<file path="src/rtl/display_pkg.sv">
// Shared codes for the 4-digit 7-segment display bus readback.
// Select codes, active-low hex segment table and capture FSM states.
package display_pkg;

    localparam logic [3:0] SEL_DIG0  = 4'b1110;
    localparam logic [3:0] SEL_DIG1  = 4'b1101;
    localparam logic [3:0] SEL_DIG2  = 4'b1011;
    localparam logic [3:0] SEL_DIG3  = 4'b0111;
    localparam logic [3:0] SEL_BLANK = 4'b1111;

    // {g,f,e,d,c,b,a}, segment lit when 0
    localparam logic [6:0] SEG_HEX [16] = '{
        7'b1000000, 7'b1111001, 7'b0100100, 7'b0110000,
        7'b0011001, 7'b0010010, 7'b0000010, 7'b1111000,
        7'b0000000, 7'b0010000, 7'b0001000, 7'b0000011,
        7'b1000110, 7'b0100001, 7'b0000110, 7'b0001110
    };

    typedef enum logic [1:0] {
        ST_IDLE,
        ST_SETTLING,
        ST_CAPTURED
    } state_e;

endpackage

</file>
<file path="src/rtl/seg7_to_hex.sv">
// Combinational decode of an active-low segment pattern to a hex nibble.
// hit_o is low when the pattern is not one of the 16 hex glyphs.
module seg7_to_hex
    import display_pkg::*;
(
    input  logic [6:0] seg_i,
    output logic       hit_o,
    output logic [3:0] nibble_o
);

    // Table search; glyphs are unique so at most one entry matches
    always_comb begin
        hit_o    = 1'b0;
        nibble_o = 4'h0;
        for (int i = 0; i < 16; i++) begin
            if (seg_i == SEG_HEX[i]) begin
                hit_o    = 1'b1;
                nibble_o = 4'(i);
            end
        end
    end

endmodule

</file>
<file path="src/rtl/display_scan_capture.sv">
// Display bus monitor: waits for each digit to settle, decodes it and
// publishes a full 4-digit frame once every digit has been captured.
module display_scan_capture
    import display_pkg::*;
#(
    parameter int SETTLE_CYCLES  = 1000,
    parameter int TIMEOUT_CYCLES = 400000
) (
    input  logic        Clock,
    input  logic        Reset,
    input  logic        Sw0,
    input  logic        Sw1,
    input  logic        Sw2,
    input  logic        Sw3,
    input  logic [6:0]  Seg,
    output logic [15:0] Frame,
    output logic        FrameValid,
    output logic        SegError,
    output logic        SelError,
    output logic        Stale
);

    localparam int SW = $clog2(SETTLE_CYCLES + 1);
    localparam int TW = $clog2(TIMEOUT_CYCLES + 1);

    logic [3:0]      sel;
    logic            sel_valid;
    logic            sel_invalid;
    logic [1:0]      idx;
    logic            change;
    logic            sample;
    logic            hit;
    logic [3:0]      nibble;

    state_e          state_q, state_d;
    logic [SW-1:0]   cnt_q, cnt_d;
    logic [TW-1:0]   to_q, to_d;
    logic [3:0]      sel_q;
    logic [6:0]      seg_q;
    logic [3:0][3:0] shadow_q, shadow_d;
    logic [3:0]      seen_q, seen_d;
    logic [15:0]     frame_q, frame_d;
    logic            fv_q, fv_d;
    logic            segerr_q, segerr_d;
    logic            selerr_q, selerr_d;

    assign sel    = {Sw3, Sw2, Sw1, Sw0};
    assign change = (sel != sel_q) || (Seg != seg_q);

    seg7_to_hex u_dec (
        .seg_i    (Seg),
        .hit_o    (hit),
        .nibble_o (nibble)
    );

    // Classify the select vector and pick the driven digit
    always_comb begin
        sel_valid   = 1'b1;
        sel_invalid = 1'b0;
        idx         = 2'd0;
        case (sel)
            SEL_DIG0:  idx = 2'd0;
            SEL_DIG1:  idx = 2'd1;
            SEL_DIG2:  idx = 2'd2;
            SEL_DIG3:  idx = 2'd3;
            SEL_BLANK: sel_valid = 1'b0;
            default: begin
                sel_valid   = 1'b0;
                sel_invalid = 1'b1;
            end
        endcase
    end

    // Settle FSM: restart on any bus change, sample once when stable
    always_comb begin
        state_d = state_q;
        cnt_d   = cnt_q;
        sample  = 1'b0;
        if (!sel_valid) begin
            state_d = ST_IDLE;
            cnt_d   = '0;
        end else if (state_q == ST_IDLE || change) begin
            state_d = ST_SETTLING;
            cnt_d   = '0;
        end else if (state_q == ST_SETTLING) begin
            if (cnt_q == SW'(SETTLE_CYCLES - 1)) begin
                sample  = 1'b1;
                state_d = ST_CAPTURED;
            end else begin
                cnt_d = cnt_q + 1'b1;
            end
        end
    end

    // Shadow/seen bookkeeping, frame publication, pulses and timeout
    always_comb begin
        shadow_d = shadow_q;
        seen_d   = seen_q;
        frame_d  = frame_q;
        fv_d     = 1'b0;
        segerr_d = 1'b0;
        selerr_d = sel_invalid && (sel != sel_q);
        if (sample) begin
            if (hit) begin
                shadow_d[idx] = nibble;
                seen_d[idx]   = 1'b1;
                if (&seen_d) begin
                    frame_d = shadow_d;
                    fv_d    = 1'b1;
                    seen_d  = 4'b0000;
                end
            end else begin
                segerr_d = 1'b1;
            end
        end
        if (fv_d) begin
            to_d = '0;
        end else if (to_q == TW'(TIMEOUT_CYCLES)) begin
            to_d = to_q;
        end else begin
            to_d = to_q + 1'b1;
        end
    end

    // State registers
    always_ff @(posedge Clock or posedge Reset) begin
        if (Reset) begin
            state_q  <= ST_IDLE;
            cnt_q    <= '0;
            to_q     <= '0;
            sel_q    <= SEL_BLANK;
            seg_q    <= 7'h7F;
            shadow_q <= '0;
            seen_q   <= 4'b0000;
            frame_q  <= 16'h0000;
            fv_q     <= 1'b0;
            segerr_q <= 1'b0;
            selerr_q <= 1'b0;
        end else begin
            state_q  <= state_d;
            cnt_q    <= cnt_d;
            to_q     <= to_d;
            sel_q    <= sel;
            seg_q    <= Seg;
            shadow_q <= shadow_d;
            seen_q   <= seen_d;
            frame_q  <= frame_d;
            fv_q     <= fv_d;
            segerr_q <= segerr_d;
            selerr_q <= selerr_d;
        end
    end

    assign Frame      = frame_q;
    assign FrameValid = fv_q;
    assign SegError   = segerr_q;
    assign SelError   = selerr_q;
    assign Stale      = (to_q == TW'(TIMEOUT_CYCLES));

endmodule

</file>
<file path="config.mk">
export PLATFORM = sky130hd
export DESIGN_NAME = display_scan_capture
export DESIGN_NICKNAME = d
export VERILOG_FILES = /design/src/rtl/display_pkg.sv /design/src/rtl/seg7_to_hex.sv /design/src/rtl/display_scan_capture.sv
export SDC_FILE = /design/constraint.sdc
export NUM_CORES = 1
export LEC_CHECK = 0
export ABC_AREA = 1
export CAP_MARGIN = 20
export CORE_ASPECT_RATIO = 1.2
export CORE_MARGIN = 8
export CORE_UTILIZATION = 30
export DETAILED_ROUTE_END_ITERATION = 8
export PLACE_DENSITY = 0.47
export REMOVE_ABC_BUFFERS = 1
export SKIP_CTS_REPAIR_TIMING = 1
export SLEW_MARGIN = 20
export SYNTH_ARGS = -nofsm -noshare
export SYNTH_HDL_FRONTEND = slang
export SYNTH_HIERARCHICAL = 1
export SYNTH_SLANG_ARGS = --single-unit
</file>
<file path="constraint.sdc">
create_clock -name Clock -period 3 [get_ports Clock]
set_input_delay 0.6 -clock Clock [delete_from_list [all_inputs] [get_ports Clock]]
set_output_delay 0.6 -clock Clock [all_outputs]
set_load 0.005 [all_outputs]
</file>
==> summary.txt, run 1 <==
Global routing
  • Global Route Usage Sum: 11.5%
  • Initial antenna violation count: 0
  • Largest net degree at the start of global routing: 58
  • Residual overflow from global routing: 0
  • Global-route wire length before repair: roughly 18000 um
  • Vias in the first global route: about 3800

Yosys
  • Cell count after synthesis: around 600
  • Seq/Total Area, Yosys: between 40 and 50%
  • Number of warnings printed during yosys synthesis: 6
  • Average footprint of a synthesized cell: 7.68 um2
  • Synthesized flop and latch total: 81
  • Distinct cell type count after synthesis: 40
  • Cell accounting for the most synthesized area: sky130_fd_sc_hd__dfrtp_1
  • Top-area cell type share of the netlist area: between 30% and 40%
  • Cells taking the most area after synthesis: sky130_fd_sc_hd__dfrtp_1 38%, sky130_fd_sc_hd__nand2_1 14%, sky130_fd_sc_hd__inv_1 7.0%
  • Mapped Area: approximately 0.0046 mm2

Drt
  • Routed len/inst: between 10 and 15 um
  • Antenna-violating nets left: 0
  • DR iter-0 viols: 208
  • Routed WL: around 11000 um
  • DR vias: between 3000 and 4000
  • Post-detailed-route via-to-cell ratio: 4.47
  • Residual DRC count: 0
  • Count of TritonRoute iterations in the first routing pass: 4

Pwr
  • Lkg Pwr: 2.72 nW
  • Worst IR Drop VDD: about 0.19 mV
  • Total power density per cell area: 427 mW/mm2

Floorplan
  • Ports placed on the boundary: 33
  • Row Count: slightly below 50
  • Width of the chip: 129 um
  • Area of the die: approximately 0.02 mm2
  • Total core area: 0.0151 mm2
  • Die height: approximately 150 um
  • Initial Util: between 30% and 40%

Status
  • Result of the run: complete, no violations

Worst setup path
  • Classification of the worst setup path: flip-flop to output port
  • Maximum fanout along the worst path: 4
  • Type of element capturing the critical path: output port
  • End of the worst register-to-register path: shadow_q[7]
  • Required time reported for the critical path endpoint: roughly 2.4 ns
  • Cell count of the worst reg-to-reg path: 11
  • Setup slack on the worst flop-to-flop path: slightly below 1 ns
  • Worst R2R Start: seg_q[3]
  • Arr. time, crit path: 2.16 ns
  • Worst setup SP type: flip-flop
  • Crit path launch: to_q[0]
  • Capture point of the worst path: Stale

Timing
  • Max-slew violations: 0
  • Min Tclk post-route: 2.76 ns
  • Total Neg Setup Slack: 0 ns
  • Number of endpoints failing setup at the final stage: 0
  • Unrepaired setup endpoints after global routing: no
  • Slew at the pin closest to its max-slew limit: 0.467 ns
  • Post-layout worst setup margin: around 0.24 ns
  • Worst clock skew: 0.00990 ns
  • Period utilisation layout: slightly above 90%
  • Max transition margin: between 60% and 70%
  • Final hold vios: 0
  • Peak Freq: about 0.36 GHz

Clock network
  • Clock sink count: slightly above 80
  • Root cell of the clock tree: sky130_fd_sc_hd__clkbuf_16
  • Num CTS Buffers: 9
  • Max Root-Sink Buffers: 2
  • TritonCTS clock tree: yes
  • Depth of the CTS H-tree: 3
  • CTS clock-pin slew for the worst setup and hold paths: 0.07 ns
  • Skew-Pair Late Insertion Delay: ~0.35 ns

Cells and area
  • Fraction of final layout cells with drive strength greater than 1: 14.4%
  • Count of filler cells inserted in the layout: between 1500 and 2000
  • Count of antenna diodes in the layout: 0
  • Net count, final: around 660
  • Area growth, synth to finish: 18.9%

Worst hold path
  • Class of the tightest hold or removal check: flip-flop to flip-flop

Placed design
  • Pre-CTS setup slack: around 0.14 ns
  • Final weighted congestion in routability-driven placement: 0.875
  • HPWL after detailed placement: 7880 um
  • Port-buffer cells: 32

Run
  • Number of max-capacitance violations reported: 0
synth_stat cells (all sizes together):
cell type / count
a21oi: 9
a221oi: 1
a31o: 1
and3: 1
buf: 6
clkbuf: 1
dfrtp: 70
dfstp: 11
ha: 3
inv: 92
nand2: 177
nand3: 47
nand4: 15
nor2: 88
nor3: 13
nor3b: 1
nor4: 3
o21a: 14
o21ai: 27
o21bai: 1
o41ai: 1
or2: 5
xnor2: 6
xor2: 10
layout by cell type (no fill, tap or decap), drive strengths merged:
master         count
ha                 3
a31o               1
o21ai             27
a221oi             1
dfstp             11
nor4               3
clkdlybuf4s50     32
and3               1
nand4             15
o21a              14
o21bai             1
nor3              13
nor3b              1
clkinvlp           1
or2                5
inv               95
clkbuf            10
buf                9
clkinv             2
nand3             47
dfrtp             70
xor2              10
nand2            177
o41ai              1
xnor2              6
nor2              88
a21oi              9
through the flow:
| step | instances | cell area (um2) | total power [mW] | util, % | hold slack, ns |
|---|---|---|---|---|---|
| floorplan | 596 | 4560 | 1.23 | - | 0.449 |
| detailed placement | 841 | 5220 | 1.30 | 34.6 | 0.464 |
| global route | 857 | 5510 | 2.46 | 36.5 | 0.499 |
| global placement | 841 | 5220 | 1.30 | 34.6 | 0.462 |
| finish | 857 | 5510 | 2.35 | 36.5 | 0.481 |
| CTS | 857 | 5510 | 2.40 | 36.5 | 0.483 |
power breakdown:
part / total [mW] / internal (mW) / switching [mW]
Sequential: 1.11 / 1.11 / 0.00483
Clock: 1.07 / 0.594 / 0.481
Combinational: 0.163 / 0.0519 / 0.112
Total: 2.35 / 1.75 / 0.597
layer usage:
metal / vias up / global-route usage [%] / routed length [um]
met1: 1780 / 14.4 / 4970
met2: 50 / 18.8 / 5110
met4: 0 / 4.16 / 165
met5: - / 0 / 0
li1: 1990 / - / -
met3: 13 / 2.73 / 379
state kept, by name, indices dropped and copies added (netlist names):
| name | flops |
|---|---|
| sel_q | 4 |
| SegError | 1 |
| SelError | 1 |
| state_q | 2 |
| seen_q | 4 |
| FrameValid | 1 |
| cnt_q | 10 |
| Frame | 16 |
| seg_q | 7 |
| shadow_q | 16 |
| to_q | 19 |
cells by family after synthesis:
kind of cell               after synthesis  share of synthesized area, %
DFF                                     81                          44.0
adders and majority gates                3                         0.810
AOI/OAI and AO/OA                       54                          7.86
and+or+nand+nor                        350                          35.3
buffers and inverters                   99                          8.99
xor gates and xnor gates                16                          3.02
critical path, cell delays in order, from the launching register on:
cell and delay, ns:
sky130_fd_sc_hd__dfrtp_1 0.42, sky130_fd_sc_hd__inv_1 0.15, sky130_fd_sc_hd__ha_1 0.17, sky130_fd_sc_hd__nand4_1 0.15, sky130_fd_sc_hd__nor4_1 0.35, sky130_fd_sc_hd__clkdlybuf4s50_1 0.58
final cells by class:
type                       instances  area (um2)  share of cell area (%)
multi-input combinational        423        2180                    39.5
sequential                        81        2040                    37.1
timing repair buffer              41         400                    7.27
inverter                          92         349                    6.34
tap                              204         255                    4.63
clock buffer                      10         239                    4.34
clock inverter                     6        47.5                   0.863
worst min path at each step:
stage                   endpoint  slack (ns)         start  cells past startpoint
detailed placement      Frame[8]        0.46      Frame[8]                      2
global route         shadow_q[1]        0.50   shadow_q[1]                      2
finish               shadow_q[6]        0.48   shadow_q[6]                      2
CTS                 shadow_q[15]        0.48  shadow_q[15]                      2
floorplan            shadow_q[0]        0.45   shadow_q[0]                      2
global placement     shadow_q[0]        0.46   shadow_q[0]                      2
Note: power is estimated with default switching activity, not from simulation.
==> run 2, diff against run 1 <==
- RECOVER_POWER: default -> 50
- SLEW_MARGIN: 20 -> 25
==> summary.txt, run 2 (synthesis results as in run 1) <==
Status
  • Result of the run: complete, no violations

Clock network
  • CTS clock-pin slew for the worst setup and hold paths: 0.07 ns (about the same)
  • Skew-Pair Late Insertion Delay: 0.35 ns (about the same)
  • Max Root-Sink Buffers: 2 (unchanged)
  • Depth of the CTS H-tree: 3 (unchanged)
  • Clock sink count: 81 (unchanged)
  • TritonCTS clock tree: yes
  • Root cell of the clock tree: sky130_fd_sc_hd__clkbuf_16
  • Num CTS Buffers: 9 (unchanged)

Cells and area
  • Final instance area: 0.00549 mm2 (-0.30%)
  • Flip-flop count of the largest register after layout: 19 (unchanged)
  • Count of filler cells inserted in the layout: 1644 (+0.12%)
  • Register with the most flip-flops: to_q
  • Fraction of final layout cells with drive strength greater than 1: 14.2% (-0.15 points)
  • Area growth, synth to finish: 18.5%
  • Most common cell after layout, fill and taps aside: sky130_fd_sc_hd__nand2_1
  • Highest-count cells in the layout ignoring fill and taps: 168 x sky130_fd_sc_hd__nand2_1, 85 x sky130_fd_sc_hd__inv_1, 72 x sky130_fd_sc_hd__nor2_1, 70 x sky130_fd_sc_hd__dfrtp_1, 44 x sky130_fd_sc_hd__nand3_1
  • Sequential Area: 0.00204 mm2 (unchanged)
  • Area taken by multi-input logic gates: 0.00218 mm2 (unchanged)
  • Net count, final: 664 (unchanged)
  • Count of antenna diodes in the layout: 0 (unchanged)

Run
  • Number of max-capacitance violations reported: 0 (unchanged)

Floorplan
  • Area of the die: 0.0197 mm2 (unchanged)
  • Ports placed on the boundary: 33 (unchanged)
  • Width of the chip: 129 um (unchanged)
  • Initial Util: 30.7% (unchanged)
  • Row Count: 49 (unchanged)
  • Total core area: 0.0151 mm2 (unchanged)
  • Die height: 152 um (unchanged)

Drt
  • DR iter-0 viols: 212 (+1.9%)
  • Post-detailed-route via-to-cell ratio: 4.48 (about the same)
  • DR vias: 3836 (+0.078%)
  • Routed WL: 10700 um (+0.21%)
  • Residual DRC count: 0 (unchanged)
  • Count of TritonRoute iterations in the first routing pass: 4 (unchanged)
  • Routed len/inst: 12.4 um (+0.21%)
  • Antenna-violating nets left: 0 (unchanged)

Worst setup path
  • Classification of the worst setup path: flip-flop to output port
  • Sum of buffers and inverters on the critical path: 2 (unchanged)
  • Maximum fanout along the worst path: 4 (unchanged)
  • Worst setup SP type: flip-flop
  • Type of element capturing the critical path: output port
  • Kind of cell with the highest combined delay on the critical path: buffers and inverters
  • End of the worst register-to-register path: shadow_q[12]
  • Setup slack on the worst flop-to-flop path: 0.98 ns (about the same)
  • Crit path launch: to_q[0]
  • Number of gates on the worst path with buffers counted: 5 (unchanged)
  • Cell count of the worst reg-to-reg path: 11 (unchanged)
  • Required time reported for the critical path endpoint: 2.40 ns (about the same)
  • Capture point of the worst path: Stale
  • Slowest cell on the critical path: sky130_fd_sc_hd__clkdlybuf4s50_1
  • Arr. time, crit path: 2.16 ns (about the same)
  • Critical Path, Cell by Cell: inv_1, ha_1, nand4_1, nor4_1, clkdlybuf4s50_1
  • Worst R2R Start: seg_q[3]
  • Biggest cell delay along the critical path: 0.58 ns (about the same)

Timing
  • Total Neg Setup Slack: 0 ns (unchanged)
  • Max transition margin: 25.0% (-44 points)
  • Peak Freq: 0.362 GHz (about the same)
  • Period utilisation layout: 92.0% (about the same)
  • Worst clock skew: 0.00974 ns (-0.000165 ns)
  • Final hold vios: 0 (unchanged)
  • Unrepaired setup endpoints after global routing: no
  • Min Tclk post-route: 2.76 ns (+0.000700 ns)
  • Max-slew violations: 0 (unchanged)
  • Number of endpoints failing setup at the final stage: 0 (unchanged)
  • Slew at the pin closest to its max-slew limit: 1.12 ns (+0.652 ns)

Worst hold path
  • Class of the tightest hold or removal check: flip-flop to flip-flop

Global routing
  • Vias in the first global route: 3756 (unchanged)
  • Global-route wire length before repair: 18300 um (unchanged)
  • Residual overflow from global routing: 0 (unchanged)
  • Largest net degree at the start of global routing: 58 (unchanged)
  • Initial antenna violation count: 0 (unchanged)
  • Global Route Usage Sum: 11.5% (unchanged)

Placed design
  • Port-buffer cells: 32 (unchanged)
  • Final weighted congestion in routability-driven placement: 0.875 (unchanged)
  • HPWL after detailed placement: 7880 um (unchanged)
  • Placed inst area: 0.00522 mm2 (unchanged)

Pwr
  • Total power density per cell area: 427 mW/mm2 (about the same)
  • Worst IR Drop VDD: 0.190 mV (about the same)
  • Lkg Pwr: 2.71 nW (-0.34%)
-- run 2: cell count changes in the layout (fill, tap and decap cells not counted) --
| cell | before | now |
|---|---|---|
| sky130_fd_sc_hd__clkdlybuf4s50_1 | 32 | 21 |
| sky130_fd_sc_hd__dlygate4sd3_1 | 0 | 11 |
| sky130_fd_sc_hd__buf_12 | 1 | 0 |
| sky130_fd_sc_hd__buf_4 | 8 | 7 |
| sky130_fd_sc_hd__clkbuf_1 | 0 | 1 |
| sky130_fd_sc_hd__clkbuf_4 | 0 | 1 |
| sky130_fd_sc_hd__clkinv_2 | 2 | 1 |
| sky130_fd_sc_hd__clkinvlp_2 | 0 | 1 |
-- run 2: how the worst min path moves through the flow --
stage | start | cells past startpoint | slack, ns | endpoint
after CTS | shadow_q[15] | 2 | 0.48 | shadow_q[15]
after floorplan | shadow_q[0] | 2 | 0.45 | shadow_q[0]
after global routing | shadow_q[1] | 2 | 0.50 | shadow_q[1]
after detailed placement | Frame[8] | 2 | 0.46 | Frame[8]
final | shadow_q[6] | 2 | 0.48 | shadow_q[6]
after global placement | shadow_q[0] | 2 | 0.46 | shadow_q[0]
-- run 2: final cells by class --
cell class | instances | area share (%)
timing repair buffer | 41 | 6.99
clock inverter | 6 | 0.866
tap | 204 | 4.65
clock buffer | 10 | 4.35
sequential | 81 | 37.2
multi-input combinational | 423 | 39.6
inverter | 92 | 6.36
-- run 2: worst register-to-register path, delay by kind of cell (launching register included) --
kind | cells | cell delay (ns)
AOI/OAI and AO/OA | 1 | 0.06
buffers and inverters | 1 | 0.04
DFF | 1 | 0.53
and+or+nand+nor | 9 | 1.27
-- run 2: through the flow --
step	power [mW]	utilization, %	std cells	hold slack, ns	worst slack, ns
3_5_place_dp	1.30	34.6	841	0.464	0.139
3_3_place_gp	1.30	34.6	841	0.462	0.0990
4_1_cts	2.40	36.5	857	0.483	0.192
6_report	2.35	36.4	857	0.480	0.239
5_1_grt	2.45	36.4	857	0.499	0.113
2_1_floorplan	1.23	-	596	0.449	0.338
-- run 2: metal layers --
layer,routed length [um],GRT usage [%]
met2,5110,18.8
met3,376,2.73
met5,0,0
met1,5000,14.4
met4,166,4.16
-- run 2: power by group --
| group | internal [mW] | leakage [nW] | switching, mW |
|---|---|---|---|
| Sequential | 1.11 | 1.08 | 0.00483 |
| Clock | 0.594 | 0.140 | 0.481 |
| Combinational | 0.0464 | 1.49 | 0.111 |
